===== config.mk =====
export PLATFORM = sky130hd
export DESIGN_NAME = muldiv_sequencer
export DESIGN_NICKNAME = d
export VERILOG_FILES = /design/src/rtl/muldiv_sequencer.sv
export SDC_FILE = /design/constraint.sdc
export NUM_CORES = 1
export LEC_CHECK = 0
export CAP_MARGIN = 20
export CORE_MARGIN = 5
export CORE_UTILIZATION = 50
export DETAILED_ROUTE_END_ITERATION = 6
export GPL_TIMING_DRIVEN = 0
export PLACE_DENSITY_LB_ADDON = 0.05
export SYNTH_ARGS = -nofsm -noshare
export SYNTH_HDL_FRONTEND = slang
export SYNTH_SLANG_ARGS = --single-unit

===== constraint.sdc =====
create_clock -name clk -period 3.35 [get_ports clk]
set_input_delay 0.67 -clock clk [delete_from_list [all_inputs] [get_ports clk]]
set_output_delay 0.67 -clock clk [all_outputs]
set_load 0.02 [all_outputs]

===== src/rtl/muldiv_sequencer.sv =====
// Multi-cycle MULTU/DIVU engine that borrows the core ALU one op per cycle.
// Ports: clk, rst_n, start/op/a/b in; busy/done/hi/lo/div_by_zero out; alu_* to/from the core ALU.
module muldiv_sequencer #(
  parameter int WIDTH = 32,
  parameter int CNT_W = 6
) (
  input  logic             clk,
  input  logic             rst_n,
  input  logic             start,
  input  logic [1:0]       op,
  input  logic [WIDTH-1:0] a,
  input  logic [WIDTH-1:0] b,
  output logic             busy,
  output logic             done,
  output logic [WIDTH-1:0] hi,
  output logic [WIDTH-1:0] lo,
  output logic             div_by_zero,
  output logic             alu_req,
  output logic [WIDTH-1:0] alu_in1,
  output logic [WIDTH-1:0] alu_in2,
  output logic [3:0]       alu_control,
  input  logic [WIDTH-1:0] alu_out
);

  localparam logic [3:0] ALU_ADD = 4'b0010;
  localparam logic [3:0] ALU_SUB = 4'b0110;
  localparam logic [3:0] ALU_SLT = 4'b0111;

  typedef enum logic [2:0] {
    IDLE,
    MUL_ADD,
    DIV_CMP,
    DIV_SUB,
    DONE
  } state_t;

  state_t           state;
  logic [CNT_W-1:0] cnt;
  logic [WIDTH-1:0] opnd;
  logic             ge_r;

  logic             accept;
  logic             last;
  logic             carry;
  logic             ge;
  logic [WIDTH-1:0] sh;

  assign busy    = (state == MUL_ADD) ||
                   (state == DIV_CMP) ||
                   (state == DIV_SUB);
  assign done    = (state == DONE);
  assign alu_req = busy;

  assign accept = start & ~busy & ~op[1];
  assign last   = (cnt == CNT_W'(WIDTH - 1));
  assign carry  = (alu_out < hi);
  assign sh     = {hi[WIDTH-2:0], lo[WIDTH-1]};
  // A bit shifted out of hi means the partial remainder already exceeds dvsr.
  assign ge     = hi[WIDTH-1] | ~alu_out[0];

  always_comb begin
    alu_in1     = '0;
    alu_in2     = '0;
    alu_control = 4'b0000;
    unique case (state)
      MUL_ADD: begin
        alu_in1     = hi;
        alu_in2     = lo[0] ? opnd : '0;
        alu_control = ALU_ADD;
      end
      DIV_CMP: begin
        alu_in1     = sh;
        alu_in2     = opnd;
        alu_control = ALU_SLT;
      end
      DIV_SUB: begin
        alu_in1     = hi;
        alu_in2     = opnd;
        alu_control = ALU_SUB;
      end
      default: ;
    endcase
  end

  always_ff @(posedge clk or negedge rst_n) begin
    if (!rst_n) begin
      state       <= IDLE;
      cnt         <= '0;
      opnd        <= '0;
      ge_r        <= 1'b0;
      hi          <= '0;
      lo          <= '0;
      div_by_zero <= 1'b0;
    end else if (accept) begin
      cnt         <= '0;
      div_by_zero <= 1'b0;
      opnd        <= b;
      hi          <= '0;
      lo          <= a;
      if (!op[0]) begin
        state <= MUL_ADD;
      end else if (b == '0) begin
        hi          <= a;
        lo          <= '1;
        div_by_zero <= 1'b1;
        state       <= DONE;
      end else begin
        state <= DIV_CMP;
      end
    end else begin
      unique case (state)
        MUL_ADD: begin
          // Shift the 65-bit {carry,sum,lo} right by one.
          hi    <= {carry, alu_out[WIDTH-1:1]};
          lo    <= {alu_out[0], lo[WIDTH-1:1]};
          cnt   <= cnt + CNT_W'(1);
          state <= last ? DONE : MUL_ADD;
        end
        DIV_CMP: begin
          hi    <= sh;
          lo    <= {lo[WIDTH-2:0], ge};
          ge_r  <= ge;
          state <= DIV_SUB;
        end
        DIV_SUB: begin
          // Taken even when ge_r=0 so latency is data independent.
          if (ge_r) hi <= alu_out;
          cnt   <= cnt + CNT_W'(1);
          state <= last ? DONE : DIV_CMP;
        end
        DONE:    state <= IDLE;
        default: state <= IDLE;
      endcase
    end
  end

endmodule


Word level (Yosys, flattened, before mapping)

Cells that the tools add are included.
W data, S select, Z words.

ROM bits: 0
RAM bits: 0
Bits of input ports: 101
Memories: 0
Flip-flop bits (word level): 107
Word-level logic and storage cells: 55
Latch bits: 0
Output and inout port bits: 136

Order comparisons: 1
Reduce and logical (&&, ||, !) cells: 10
$add $sub $neg: 1
Multiply operators: 0
Multiplexer cells: 23
Bitwise operators: 7
Shift operators: 0
Equality and inequality tests: 6
Divide/modulo/power cells: 0

Operator list:

| kind                  | count |
|---|---|
| $mux W32              | 8 |
| $pmux W32 S2          | 3 |
| $pmux W32 S3          | 1 |
| $logic_not A32 Y1     | 1 |
| $lt A32 B32 Y1        | 1 |
| $pmux W3 S3           | 2 |
| $mux W3               | 5 |
| $mux W6               | 2 |
| $add A6 B1 Y6 const B | 1 |
| $eq A3 B2 Y1 const B  | 2 |
| $eq A6 B5 Y1 const B  | 1 |
| $not A1 Y1            | 4 |
| $reduce_and A2 Y1     | 2 |
| $reduce_bool A4 Y1    | 1 |
| $reduce_or A2 Y1      | 2 |
| $eq A3 B1 Y1 const B  | 1 |
| $eq A3 B3 Y1 const B  | 1 |
| $ne A3 B3 Y1 const B  | 1 |
| $reduce_bool A3 Y1    | 1 |
| $and A1 B1 Y1         | 2 |
| $logic_or A1 B1 Y1    | 2 |
| $mux W1               | 2 |
| $reduce_bool A2 Y1    | 1 |
| $or A1 B1 Y1          | 1 |

Logic depth before layout (Yosys ltp)

Gate-level depths: netlist (run 1).

Depth after elaboration: 8
Mapped depth: 8
Gate-level depth less buffers: 7

Worst setup path after synthesis (run 1)

OpenSTA, ideal clock, no wires.

Kind: flip-flop to output port
Start: register state[2]
End: output alu_in1[10]
Path buffers: 3
Arrival: 1.680 ns
Data required time: 2.680 ns
Stages on the path, launching flop included: 6
Path slack: 1.000 ns
Cells stage by stage: dfrtp_1 or3b_1 clkbuf_1 clkbuf_1 buf_1 o22ai_1

Word-level cells in the longest chain between the ends: 3
Elaborated cells between the ends (all ways): 5
Those cells by class: eq/ne (3); mux (1); reduce/logical (1)

RTL lines:

| element                                      | line | RTL |
|---|---|---|
| start, declared                              | 37   | `state_t state;` |
| start signal, assigned                       | 117  | `state <= last ? DONE : MUL_ADD;` |
| start signal, assigned                       | 129  | `state <= last ? DONE : DIV_CMP;` |
| $eq A3 B1 Y1 or $eq A3 B2 Y1 (tied branches) | 65   | `unique case (state)` |
| $reduce_or A2 Y1 (no line)                   | -    |  |
| $pmux W32 S2 (*)                             | 65   |  |
| end, declared                                | 19   | `output logic [WIDTH-1:0] alu_in1,` |

Every way passes the cells marked *; elsewhere a longest branch is shown, timed or not.

Worst setup path after layout (run 1)

Start: register state[2]
End: output alu_in1[0]

Same word-level chain as after synthesis.

==> results of run 1 <==
[registers in the layout (all words and copies together) (netlist names)]
signal,count
opnd,32
lo,32
hi,32
cnt,6
div_by_zero,1
ge_r,1
state,3
[kinds of logic (layout without fill, tap and decap cells)]
group | Yosys count | after routing | share of synthesized area [%]
and+or+nand+nor | 338 | 338 | 22.1
AOI/OAI and AO/OA | 234 | 234 | 21.3
DFF | 107 | 107 | 39.0
buffers and inverters | 104 | 356 | 6.50
adders and majority gates | 32 | 32 | 5.84
muxes | 31 | 31 | 4.52
xor gates and xnor gates | 5 | 5 | 0.639
other | 1 | 1 | 0.0547
[synth_stat cells, drive strengths merged (9+ instances only)]
cell type  number
a21oi          51
mux2i          31
nor2           40
a221oi         27
nor4            9
a31oi          33
nand3          31
o21ai          61
dfrtp         107
buf            39
inv            37
nor2b          33
ha             32
o22ai          31
clkbuf         28
nand2         201
[path summary, 6_finish.rpt]
| kind | startpoint | endpoint | slack, ns | depth (start not counted) |
|---|---|---|---|---|
| max | state[2] | alu_in1[0] | 0.14 | 6 |
| min | rst_n | lo[15] | 0.43 | 1 |
| max reg2reg | state[2] | hi[13] | 1.05 | 7 |
| min reg2reg | opnd[24] | opnd[24] | 0.47 | 2 |
| max in group asynchronous | rst_n | opnd[5] | 2.20 | 2 |
| min in group clk | opnd[24] | opnd[24] | 0.47 | 2 |
[routing by layer]
layer,share of wire [%],wire length [microns],vias to the layer above
met1,41,10200,3609
met4,2.3,579,0
met3,11,2670,40
met2,46,11400,460
li1,-,-,3517
met5,0,0,-
[power by group through the flow]
stage	logic [mW]	clock network, mW	registers, mW
after global routing	8.33	1.16	2.61
after global placement	7.59	0	2.50
after floorplan	4.25	0	2.86
after CTS	7.67	1.12	2.50
final	7.69	1.11	2.52
after detailed placement	7.71	0	2.50
[cell type report]
type / count / area, sq um / area share (%)
flip-flops and latches: 107 / 2680 / 27.4
clock buffers: 9 / 225 / 2.30
repair buffers: 236 / 2410 / 24.6
clock inverters: 7 / 75.1 / 0.767
plain buffers: 67 / 314 / 3.21
well taps: 176 / 220 / 2.25
inverters: 37 / 139 / 1.42
multi-input cells: 641 / 3730 / 38.1
[per-stage QoR]
stage / power [mW] / utilization, % / setup WS, ns / TNS (ns)
final: 11.3 / 73.4 / 0.136 / 0
after global routing: 12.1 / 73.4 / 0.0295 / 0
after global placement: 10.1 / 70.7 / -2.64 / -281.65
after detailed placement: 10.2 / 70.8 / 0.146 / 0
after CTS: 11.3 / 73.0 / 0.000443 / 0
after floorplan: 7.11 / - / 1.00 / 0
[timing repair]
| item | CTS | global route |
|---|---|---|
| endpoints found under the setup margin | 30 | 48 |
| cloned | 0 | 0 |
| gates resized for setup | 16 | 25 |
==> flow_summary.yaml, run 1 <==
synth:
  synthArstFlopShare_pct: 100
  syn_area_per_cell_sq_um: 8.05
  synth_cell_types: 48
  yosysSeqAreaShare_pct: 39.0
  yosys_most_used_dff: "dfrtp_1"
  syn-instance-count: 852
  synth_top_cell_by_area: "dfrtp_1"
  yosysWarnings: 0
  synth_area_sq_um: 6860
  synth_edf_count: 0
  synth_seq_cells: 107
  syn_nets: 985
  yosys-top-cells-area: "dfrtp_1 (39%), nand2_1 (11%), ha_1 (5.8%), mux2i_1 (4.5%), a21oi_1 (3.7%)"
  synth_top_area_share_pct: 39.0
timing:
  fin_crit_ns: 3.21
  finalHoldViolations: 0
  report.final.slew_viol_count: 0
  hold_ws_ns: 0.433
  fmax_ghz: 0.311
  clock_skew_ns: 0.0113
  finalCritPeriodShare_pct: 95.9
  setup_viol: 0
  rsz0062_at_grt: "no"
  slew_headroom_pct: 41.5
  worst_pin_slew_ns: 0.877
routing:
  via_per_inst: 5.96
  first_iter_violations: 729
  drc: 0
  drt_wl_total_microns: 24800
  avgRoutedWirePerCell_microns: 19.4
  firstDrtPassIters: 5
  route.vias.total: 7626
  drtAntennaViolNets: 0
global_routing:
  grt_pass1_wl_microns: 38200
  busiest_layer: "met2"
  grt_pass1_vias: 7143
  track_usage_pct: 29.8
  met2_usage_pct: 46.0
  use_met3_pct: 8.06
  grt_overflow_total: 0
  gr-usage-met1_pct: 41.4
  antenna_found_initial: 0
  grt_max_degree: 67
cells_and_area:
  mostFrequentLayoutCells: "clkdlybuf4s50_1 (203), nand2_1 (201), dfrtp_1 (106)"
  syn2layout_area_growth_pct: 42.8
  drive_gt1_share_pct: 5.53
  layout.nets: 1232
  fillers: 1087
  finalInstanceArea_sq_um: 9790
  fin_cells: 1280
  layout_commonest_cell: "clkdlybuf4s50_1"
  diodes: 0
clock_tree:
  cts.htree.levels: 3
  numCtsBuffers: 9
  clockBufferDepth: 2
  clkTransAtPathRegs_ns: 0.08
  cts_tree: "done"
  clk_latency_ns: 0.37
  cts_sinks: 107
  post-cts-setup-buffers: 0
  ctsRootBufferMaster: "clkbuf_16"
  ctsHoldBuffers: 0
worst_setup_path:
  path_class: "flop to output pin"
  worstPathCellList: "or3b_1 -> clkbuf_1 -> inv_2 -> buf_4 -> a22o_1 -> clkdlybuf4s50_1"
  critPathArrivalTime_ns: 2.54
  start_kind: "flop"
  max_stage_delay_ns: 0.64
  crit_required_ns: 2.68
  crit_fanout: 10
  endpoint_kind: "output pin"
  worst-path-buf-inv: 4
  crit_slowest_cell: "clkdlybuf4s50_1"
  critPathTopFamily: "buffers and inverters"
power_and_ir_drop:
  irDropWorstVdd_uv: 685
  pwr-share-comb_pct: 67.9
  swShare_pct: 48.5
  pwr-share-seq_pct: 22.2
  internal-power_mw: 5.83
  p_clk_share_pct: 9.8
  switching_power_mw: 5.48
  p_leak_nw: 4.58
  powerDensity_nw_per_um2: 1160
placement:
  place_inst: 1264
  port_buffers: 235
  place_hpwl_microns: 18900
  place.gp.congestion: 0.917
  dpl-instance-area_sq_um: 9460
floorplan:
  io_pins: 237
  core_area_sq_um: 13300
  die_w_microns: 127
  rows: 42
  die_area_sq_um: 16200
  start_util_pct: 51.4
  fp.dieH_microns: 127
min_path:
  hold_path_class: "primary input to async pin"
status:
  status: "finished clean"
run:
  cap_viol_max_count: 0
(Power assumes the default switching activity.)
==> run 2: changes to the inputs <==
--- a/config.mk
+++ b/config.mk
@@ -11,6 +11,7 @@
 export DETAILED_ROUTE_END_ITERATION = 6
 export GPL_TIMING_DRIVEN = 0
 export PLACE_DENSITY_LB_ADDON = 0.05
+export SLEW_MARGIN = 10
 export SYNTH_ARGS = -nofsm -noshare
 export SYNTH_HDL_FRONTEND = slang
 export SYNTH_SLANG_ARGS = --single-unit
==> run 2 against run 1 <==
Wire length down 0.69%. Register-to-register slack about the same. Power grew 1.2%. Final cell count unchanged. Die area is the same. Clock skew decreased by 0.0070 ns. Global-route usage shrank 0.23 points. Flip-flop and latch count stayed put. Sequential share of layout area decreased by 0.10 points. Clock power increased by 14%. Worst hold slack got worse by 0.26 ns. Setup slack worse by 0.051 ns. Critical path type unchanged. Critical endpoint is now alu_in1[4]. Largest power group unchanged.
==> flow_summary.yaml, run 2 (synthesis gave the netlist of run 1 again) <==
status:
  status: "finished clean"
routing:
  first_iter_violations: 748
  drc: 0
  drt_wl_total_microns: 24700
  via_per_inst: 5.91
  drtAntennaViolNets: 0
  route.vias.total: 7559
  avgRoutedWirePerCell_microns: 19.3
  firstDrtPassIters: 7
clock_tree:
  cts.htree.levels: 3
  cts_tree: "done"
  post-cts-setup-buffers: 0
  numCtsBuffers: 9
  clk_latency_ns: 0.36
  clockBufferDepth: 2
  cts_sinks: 107
  ctsRootBufferMaster: "clkbuf_16"
  clkTransAtPathRegs_ns: 0.07
cells_and_area:
  drive_gt1_share_pct: 5.53
  layout_commonest_cell: "clkdlybuf4s50_1"
  syn2layout_area_growth_pct: 43.3
  diodes: 0
  top_regs: "hi (32), lo (32), opnd (32)"
  fillers: 1060
  mostFrequentLayoutCells: "clkdlybuf4s50_1 (207), nand2_1 (201), dfrtp_1 (106)"
  final_util_pct: 73.7
  layout.nets: 1232
  multiInputGateArea_sq_um: 3730
  final-seq-area_sq_um: 2680
global_routing:
  grt_pass1_wl_microns: 38100
  grt_overflow_total: 0
  grt_pass1_vias: 7202
  track_usage_pct: 29.5
  antenna_found_initial: 0
  grt_max_degree: 82
timing:
  finalCritPeriodShare_pct: 97.5
  setup_viol: 0
  setup_tns_ns: 0
  slew_headroom_pct: 57.4
  fin_ws_ns: 0.0850
  hold_ws_ns: 0.173
  finalHoldViolations: 0
  report.final.slew_viol_count: 0
  worst_pin_slew_ns: 0.639
  rsz0062_at_grt: "no"
  clock_skew_ns: 0.00424
  fmax_ghz: 0.306
  fin_crit_ns: 3.27
worst_setup_path:
  crit_required_ns: 2.68
  r2r_slack_ns: 1.04
  critPathArrivalTime_ns: 2.60
  r2r-end: "hi[2]"
  path_class: "flop to output pin"
  crit_fanout: 10
  endpoint_kind: "output pin"
  reg2reg_from: "state[2]"
  worst-r2r-cell-count: 7
  start_kind: "flop"
floorplan:
  fp.dieH_microns: 127
  die_w_microns: 127
  rows: 42
  die_area_sq_um: 16200
  start_util_pct: 51.4
  io_pins: 237
  core_area_sq_um: 13300
power_and_ir_drop:
  irDropWorstVdd_uv: 629
  powerDensity_nw_per_um2: 1170
  p_leak_nw: 4.55
placement:
  place_hpwl_microns: 18900
  place.gp.congestion: 0.917
  port_buffers: 235
  pre_cts_slack_ns: 0.127
min_path:
  hold_path_class: "primary input to async pin"
run:
  cap_viol_max_count: 0
-- run 2: cell types whose count changed in the layout (fill, tap and decap cells not counted) --
cell	delta
dlymetal6s2s_1	-5
clkdlybuf4s50_1	+4
bufinv_16	+2
buf_2	+1
buf_4	-1
buf_6	+1
clkbuf_2	-1
clkinv_2	-1
clkinvlp_4	-1
dlygate4sd2_1	+1
-- run 2: per-stage QoR --
step / cell area, sq um / power [mW] / instances
global route: 9830 / 12.2 / 1280
finish: 9830 / 11.5 / 1280
detailed placement: 9460 / 10.2 / 1264
floorplan: 6860 / 7.11 / 852
CTS: 9790 / 11.4 / 1280
global placement: 9430 / 10.1 / 1263
-- run 2: power breakdown --
| group | leakage [nW] | switching [mW] | total (mW) | internal, mW |
|---|---|---|---|---|
| clock network | 0.168 | 0.529 | 1.27 | 0.738 |
| registers | 1.25 | 0.543 | 2.52 | 1.97 |
| logic | 3.13 | 4.39 | 7.67 | 3.28 |
| total | 4.55 | 5.47 | 11.5 | 5.99 |
-- run 2: worst max path at each step --
| stage | from | end | cells after the start |
|---|---|---|---|
| final | state[2] | alu_in1[4] | 6 |
| after global routing | state[2] | alu_in1[19] | 6 |
| after global placement | rst_n | opnd[2] | 1 |
| after detailed placement | state[1] | alu_in1[20] | 6 |
| after CTS | state[0] | alu_in2[10] | 6 |
| after floorplan | state[2] | alu_in1[10] | 5 |
-- run 2: critical path, stage by stage (launching register included) --
cell and delay (ns):
dfrtp_1 0.42, or3b_1 0.38, clkbuf_1 0.17, buf_2 0.24
buf_2 0.22, o22ai_1 0.16, clkdlybuf4s50_1 0.64
-- run 2: final cells by class --
type	count	share of cell area, %
Buffer	67	3.19
Inverter	37	1.41
Multi-Input combinational cell	641	38.0
Tap cell	176	2.24
Clock buffer	9	2.29
Sequential cell	107	27.2
Timing Repair Buffer	236	24.4
Clock inverter	7	1.25
-- run 2: timing repair --
action                     in CTS  in global routing
hold buffers                    0                  0
setup endpoints to repair      30                 47
gates resized for setup        17                 21
-- run 2: metal layers --
metal	track usage (%)	share of wire, %
met1	41.5	42
met2	46.0	46
met3	6.68	9.8
met4	8.52	2.4
met5	0	0
